[config.mk]
export PLATFORM = sky130hd
export DESIGN_NAME = fetch_unit
export DESIGN_NICKNAME = d
export VERILOG_FILES = /design/src/rtl/cpu_pkg.sv /design/src/rtl/fetch_buffer.sv /design/src/rtl/fetch_unit.sv
export SDC_FILE = /design/constraint.sdc
export NUM_CORES = 1
export LEC_CHECK = 0
export BUFFER_PORTS_ARGS = -buffer_cell sky130_fd_sc_hd__clkbuf_2
export CAP_MARGIN = 20
export CORE_MARGIN = 1
export CORE_UTILIZATION = 35
export CTS_BUF_LIST = sky130_fd_sc_hd__clkbuf_4 sky130_fd_sc_hd__clkbuf_8
export CTS_CLUSTER_DIAMETER = 40
export DETAILED_ROUTE_END_ITERATION = 16
export SLEW_MARGIN = 0
export SYNTH_ARGS = -nofsm -noshare
export SYNTH_HDL_FRONTEND = slang
export SYNTH_SLANG_ARGS = --single-unit
[constraint.sdc]
create_clock -name clk -period 7 [get_ports clk]
set_clock_uncertainty 0.2 [all_clocks]
set_input_delay 0.7 -clock clk [delete_from_list [all_inputs] [get_ports clk]]
set_output_delay 0.7 -clock clk [all_outputs]
set_load 0.05 [all_outputs]
[src/rtl/cpu_pkg.sv]
// Shared definitions for the instruction fetch front end.
package cpu_pkg;

    localparam int          INST_W        = 32;
    localparam logic [31:0] RESET_PC_DFLT = 32'h0000_0000;

    typedef enum logic [1:0] {
        FETCH = 2'd0,
        DRAIN = 2'd1,
        HALT  = 2'd2
    } fetch_state_t;

endpackage

[src/rtl/fetch_buffer.sv]
// Small synchronous FIFO with flush. It holds request PCs awaiting their
// response, and {pc, inst} pairs awaiting decode.
module fetch_buffer #(
    parameter  int W     = 64,
    parameter  int DEPTH = 2,
    localparam int CW    = $clog2(DEPTH + 1)
) (
    input  logic          clk,
    input  logic          rst,
    input  logic          push,
    input  logic [W-1:0]  push_data,
    input  logic          pop,
    input  logic          flush,
    output logic [W-1:0]  head,
    output logic [CW-1:0] count
);
    localparam int            PW   = (DEPTH > 1) ? $clog2(DEPTH) : 1;
    localparam logic [PW-1:0] LAST = PW'(DEPTH - 1);
    localparam logic [CW-1:0] FULL = CW'(DEPTH);

    logic [W-1:0]  mem_q [DEPTH];
    logic [PW-1:0] rd_q, rd_d;
    logic [PW-1:0] wr_q, wr_d;
    logic [CW-1:0] cnt_q, cnt_d;
    logic          do_push;
    logic          do_pop;

    function automatic logic [PW-1:0] ptr_inc(input logic [PW-1:0] p);
        return (p == LAST) ? '0 : p + PW'(1);
    endfunction

    // Pointer/occupancy next state; a push on a full FIFO is accepted only alongside a pop, flush wins.
    always_comb begin
        do_pop  = pop && (cnt_q != '0);
        do_push = push && ((cnt_q != FULL) || do_pop);
        rd_d    = do_pop  ? ptr_inc(rd_q) : rd_q;
        wr_d    = do_push ? ptr_inc(wr_q) : wr_q;
        cnt_d   = cnt_q + CW'(do_push) - CW'(do_pop);
        if (flush) begin
            rd_d  = '0;
            wr_d  = '0;
            cnt_d = '0;
        end
    end

    // Control state, cleared asynchronously.
    always_ff @(posedge clk or posedge rst) begin
        if (rst) begin
            rd_q  <= '0;
            wr_q  <= '0;
            cnt_q <= '0;
        end else begin
            rd_q  <= rd_d;
            wr_q  <= wr_d;
            cnt_q <= cnt_d;
        end
    end

    // Storage carries no reset; validity comes from the count.
    always_ff @(posedge clk) begin
        if (do_push && !flush) begin
            mem_q[wr_q] <= push_data;
        end
    end

    assign head  = mem_q[rd_q];
    assign count = cnt_q;

endmodule

[src/rtl/fetch_unit.sv]
// Instruction fetch front end: owns the PC, issues in-order memory requests,
// buffers returned words for decode and squashes wrong-path fetches on redirect.
module fetch_unit
    import cpu_pkg::*;
#(
    parameter logic [31:0] RESET_PC = RESET_PC_DFLT,
    parameter int          DEPTH    = 2
) (
    input  logic              clk,
    input  logic              rst,
    output logic              imem_req_valid,
    input  logic              imem_req_ready,
    output logic [31:0]       imem_req_addr,
    input  logic              imem_resp_valid,
    input  logic [INST_W-1:0] imem_resp_data,
    input  logic              redirect_valid,
    input  logic [31:0]       redirect_pc,
    output logic              inst_valid,
    input  logic              inst_ready,
    output logic [INST_W-1:0] inst_data,
    output logic [31:0]       inst_pc,
    output logic              fetch_fault
);
    localparam int          CW  = $clog2(DEPTH + 1);
    localparam logic [CW:0] CAP = DEPTH[CW:0];

    fetch_state_t      state_q, state_d;
    logic [31:0]       pc_q, pc_d;
    logic [CW-1:0]     drop_q, drop_d;
    logic              fault_q, fault_d;

    logic [CW-1:0]     out_cnt;     // outstanding requests = entries in the request-PC FIFO
    logic [CW-1:0]     out_d;
    logic [CW-1:0]     buf_cnt;
    logic [31:0]       pcq_head;
    logic [2*INST_W-1:0] buf_head;
    logic [CW:0]       used;
    logic              req_hs;
    logic              resp;
    logic              buf_push;
    logic              buf_pop;
    logic              buf_flush;

    // Request PCs in issue order; responses return in the same order.
    fetch_buffer #(.W(32), .DEPTH(DEPTH)) u_pcq (
        .clk       (clk),
        .rst       (rst),
        .push      (req_hs),
        .push_data (pc_q),
        .pop       (resp),
        .flush     (1'b0),
        .head      (pcq_head),
        .count     (out_cnt)
    );

    // Instruction buffer feeding decode.
    fetch_buffer #(.W(2 * INST_W), .DEPTH(DEPTH)) u_ibuf (
        .clk       (clk),
        .rst       (rst),
        .push      (buf_push),
        .push_data ({pcq_head, imem_resp_data}),
        .pop       (buf_pop),
        .flush     (buf_flush),
        .head      (buf_head),
        .count     (buf_cnt)
    );

    // Credit check, handshakes, drop accounting and next state; a redirect overrides everything else.
    always_comb begin
        state_d   = state_q;
        pc_d      = pc_q;
        drop_d    = drop_q;
        fault_d   = fault_q;
        buf_flush = 1'b0;

        inst_valid = (buf_cnt != '0) && !redirect_valid && (state_q != HALT);
        buf_pop    = inst_valid && inst_ready;
        // An entry leaving this cycle frees its credit immediately so a 1-cycle memory streams.
        used           = {1'b0, out_cnt} + {1'b0, buf_cnt} - (CW + 1)'(buf_pop);
        imem_req_valid = !rst && (state_q == FETCH) && (used < CAP);
        req_hs         = imem_req_valid && imem_req_ready;
        resp           = imem_resp_valid && (out_cnt != '0);
        out_d          = out_cnt + CW'(req_hs) - CW'(resp);
        buf_push       = resp && (drop_q == '0) && (state_q == FETCH);

        if (resp && (drop_q != '0)) begin
            drop_d = drop_q - CW'(1);
        end
        if (req_hs) begin
            pc_d = pc_q + 32'd4;
        end
        if ((state_q == DRAIN) && (drop_d == '0)) begin
            state_d = FETCH;
        end

        if (redirect_valid && (state_q != HALT)) begin
            buf_flush = 1'b1;
            if (redirect_pc[1:0] != 2'b00) begin
                fault_d = 1'b1;
                state_d = HALT;
            end else begin
                pc_d    = redirect_pc;
                drop_d  = out_d;
                state_d = (out_d != '0) ? DRAIN : FETCH;
            end
        end
    end

    // Architectural PC, state, drop count and sticky fault.
    always_ff @(posedge clk or posedge rst) begin
        if (rst) begin
            state_q <= FETCH;
            pc_q    <= RESET_PC;
            drop_q  <= '0;
            fault_q <= 1'b0;
        end else begin
            state_q <= state_d;
            pc_q    <= pc_d;
            drop_q  <= drop_d;
            fault_q <= fault_d;
        end
    end

    assign imem_req_addr = pc_q;
    assign inst_data     = inst_valid ? buf_head[INST_W-1:0] : '0;
    assign inst_pc       = inst_valid ? buf_head[2*INST_W-1:INST_W] : '0;
    assign fetch_fault   = fault_q;

endmodule

==> impl_metrics.csv <==
group,metric,value,unit
outcome,status,"complete, no violations",
clocking,cts_buffer_depth,3,
floorplan,core_area,27200,um2
sta,maxSlewViolCount,0,
clocking,cts_inserted_buffers,42,
setup_path,crit_path_end_kind,"output port",
floorplan,fp.dieW,169,um
sta,finalCriticalPeriod,4.15,ns
detailed_routing,dr.pass1.iters,4,
placement,place_congestion,0.775,
placement,port_buffers,168,
clocking,htreeDepth,2,
floorplan,die_y,169,um
global_routing,grt-ovfl-total,0,
synthesis,ys_types,43,
floorplan,initial_core_util,0.359,
synthesis,ys.flop_type,"edfxtp_1",
setup_path,crit_chain,"nor2b_1 > nor4b_1 > ha_1 > nand2b_1 > fa_1 > nor4b_1 > and2_1 > clkbuf_2",
synthesis,ys_ff_latch,237,
pwr,irDropWorstVdd,176,uV
setup_path,crit_required,6.10,ns
floorplan,dieArea,28500,um2
setup_path,cp_common_cell,"nor4b_1",
setup_path,critPathMaxStageDelay,0.47,ns
detailed_routing,viasPerCell,4.69,
finish,num_antenna_cells,0,
clocking,clkLatencyLatePin,0.53,ns
synthesis,syn_area,9750,um2
detailed_routing,drtIter0Drc,347,
sta,tightest_slew,1.09,ns
global_routing,antenna_found_initial,0,
clocking,cts_resized,0,
global_routing,grt_max_degree,66,
job,drv_cap,0,
detailed_routing,vias,5880,
sta,finalSetupViolCount,0,
synthesis,async_flop_share,0.190,
floorplan,row_count,60,
setup_path,critPathMaxFanout,5,
sta,min_period_over_period,0.592,
synthesis,yosysSeqAreaShare,0.707,
placement,dp_hpwl,13.6,mm
detailed_routing,wirelength,21.2,mm
finish,drive_above_1_share,0.341,
clocking,cts-root-buf,"clkbuf_8",
clocking,clock_sinks,237,
global_routing,grt_pass1_wl,32.4,mm
finish,multiInputGateArea,2700,um2
synthesis,ys_warn_count,0,
pwr,finalPower,3.58,mW
min_path,hold_class,"in2reg",
clocking,cts_tree,"yes",
sta,max_freq,0.241,GHz
global_routing,grt_pass1_vias,5837,
synthesis,synthCells,659,
setup_path,crit_type,"reg2out",
synthesis,synth_nets,739,
finish,area_delta_synth_final,22.3,%
setup_path,critPathLaunchType,"flop",
pwr,power_density,300,nW/um2
global_routing,track_usage,0.150,
sta,rsz0062_at_grt,"false",
setup_path,crit_path_top_delay_cell,"fa_1",
detailed_routing,ant_nets,0,
pwr,p_leak,4.51,nW
clocking,clkSlewWorstSetupHoldPaths,0.06,ns
synthesis,synth_edf_count,192,
sta,fin_tns_setup,0,ns
sta,final-hold-violation-count,0,
finish,final_nets,928,
detailed_routing,wl_per_cell,16.9,um
sta,max-slew-margin-rel,0.261,
finish,regArea,6900,um2
setup_path,cp.arrival,3.25,ns
floorplan,ioPinCount,169,
detailed_routing,drc,0,
finish,n_fill_cell,2536,
synthesis,synth_area_per_cell,14.8,um2
-- cells in the mapped netlist, types with 16 or more instances --
cell | n | share of area
o21ai_0 | 30 | 0.015
xnor2_1 | 17 | 0.015
mux2i_1 | 65 | 0.067
dfrtp_1 | 45 | 0.12
nand4_1 | 19 | 0.012
nor2_1 | 77 | 0.030
clkbuf_1 | 16 | 0.0062
xor2_1 | 22 | 0.020
mux2_2 | 35 | 0.040
inv_1 | 16 | 0.0062
nand2_1 | 38 | 0.015
edfxtp_1 | 192 | 0.59
-- layout make-up --
class | instances | area share
clock inverters | 11 | 0.00849
clock buffers | 66 | 0.0667
flip-flops and latches | 237 | 0.578
repair buffers | 176 | 0.0768
multi-input cells | 375 | 0.226
well taps | 372 | 0.0390
inverters | 16 | 0.00503
-- logic make-up (layout without fill, tap and decap cells) --
logic type,count (synthesis),count (layout),synth area share
adders and majority gates,10,10,0.0136
DFF,237,237,0.707
xor gates and xnor gates,39,39,0.0350
and+or+nand+nor,189,189,0.0981
muxes,100,100,0.107
AOI/OAI and AO/OA,37,37,0.0201
buffers and inverters,47,269,0.0195
-- layer usage --
metal  up-vias  share of wire  wire length [um]  GRT usage
met5         -              0                 0          0
li1       2809              -                 -          -
met2       173           0.48             10200      0.247
met1      2850           0.43              9080      0.188
met4         0          0.029               613     0.0628
met3        48          0.059              1240     0.0379
-- flip-flops by register name, indices dropped and copies added, names as in the netlist --
name / count
u_ibuf.rd_q: 1
u_ibuf.mem_q: 128
drop_q: 2
fetch_fault: 1
u_pcq.rd_q: 1
u_ibuf.wr_q: 1
imem_req_addr: 32
u_ibuf.count: 2
u_pcq.mem_q: 64
u_pcq.count: 2
state_q: 2
u_pcq.wr_q: 1
-- report_power, final --
group	switching, mW	internal [mW]	leakage (nW)
clock	0.540	0.795	0.476
combinational	0.302	0.222	1.72
sequential	0.110	1.61	2.32
total	0.952	2.63	4.51
-- worst max-delay path: cells and delay by family (launching register included) --
| family | cells | cell delay [ns] |
|---|---|---|
| adders and majority gates | 2 | 0.76 |
| buffers and inverters | 1 | 0.29 |
| DFF | 1 | 0.42 |
| and+or+nand+nor | 5 | 1.25 |
-- cells in the final DEF (no fill, tap or decap), types with 17 or more instances in the layout --
| master | Yosys | final |
|---|---|---|
| xnor2_1 | 17 | 17 |
| mux2i_1 | 65 | 65 |
| clkbuf_2 | 1 | 168 |
| nor2_1 | 77 | 76 |
| dfrtp_1 | 45 | 44 |
| nand2_1 | 38 | 38 |
| xor2_1 | 22 | 22 |
| edfxtp_1 | 192 | 192 |
| mux2_2 | 35 | 35 |
| clkbuf_8 | 0 | 48 |
| clkbuf_4 | 0 | 18 |
| o21ai_0 | 30 | 30 |
| nand4_1 | 19 | 19 |
-- stage by stage --
step / cell area [um2] / cells / setup WS [ns] / utilization / hold slack (ns)
5_1_grt: 11900 / 1253 / 2.51 / 0.439 / 0.111
4_1_cts: 11900 / 1251 / 2.84 / 0.438 / 0.105
6_report: 11900 / 1253 / 2.85 / 0.439 / 0.159
3_3_place_gp: 11000 / 1174 / 2.72 / 0.405 / 0.297
2_1_floorplan: 9750 / 659 / 1.23 / - / 0.256
3_5_place_dp: 11000 / 1174 / 2.67 / 0.405 / 0.304
-- repair_timing --
action	4_1_cts	5_1_grt
hold endpoints to repair	0	11
hold buffers	0	1
setup buffers	0	0
-- final timing paths --
kind / from / to / slack [ns] / cells after the start
setup / recovery: state_q[1]$_DFFE_PP0P_ / imem_req_valid / 2.85 / 8
hold / removal: imem_resp_data[13] / u_ibuf.mem_q[0][13]$_DFFE_PP_ / 0.16 / 1
setup reg to reg: state_q[1]$_DFFE_PP0P_ / imem_req_addr[30]$_DFF_PP0_ / 2.90 / 10
hold reg to reg: fetch_fault$_DFFE_PP0P_ / fetch_fault$_DFFE_PP0P_ / 0.31 / 1
max in group asynchronous: rst / u_ibuf.rd_q$_DFFE_PP0P_ / 5.63 / 4
min in group asynchronous: rst / state_q[1]$_DFFE_PP0P_ / 0.46 / 3
(Power assumes the default switching activity.)
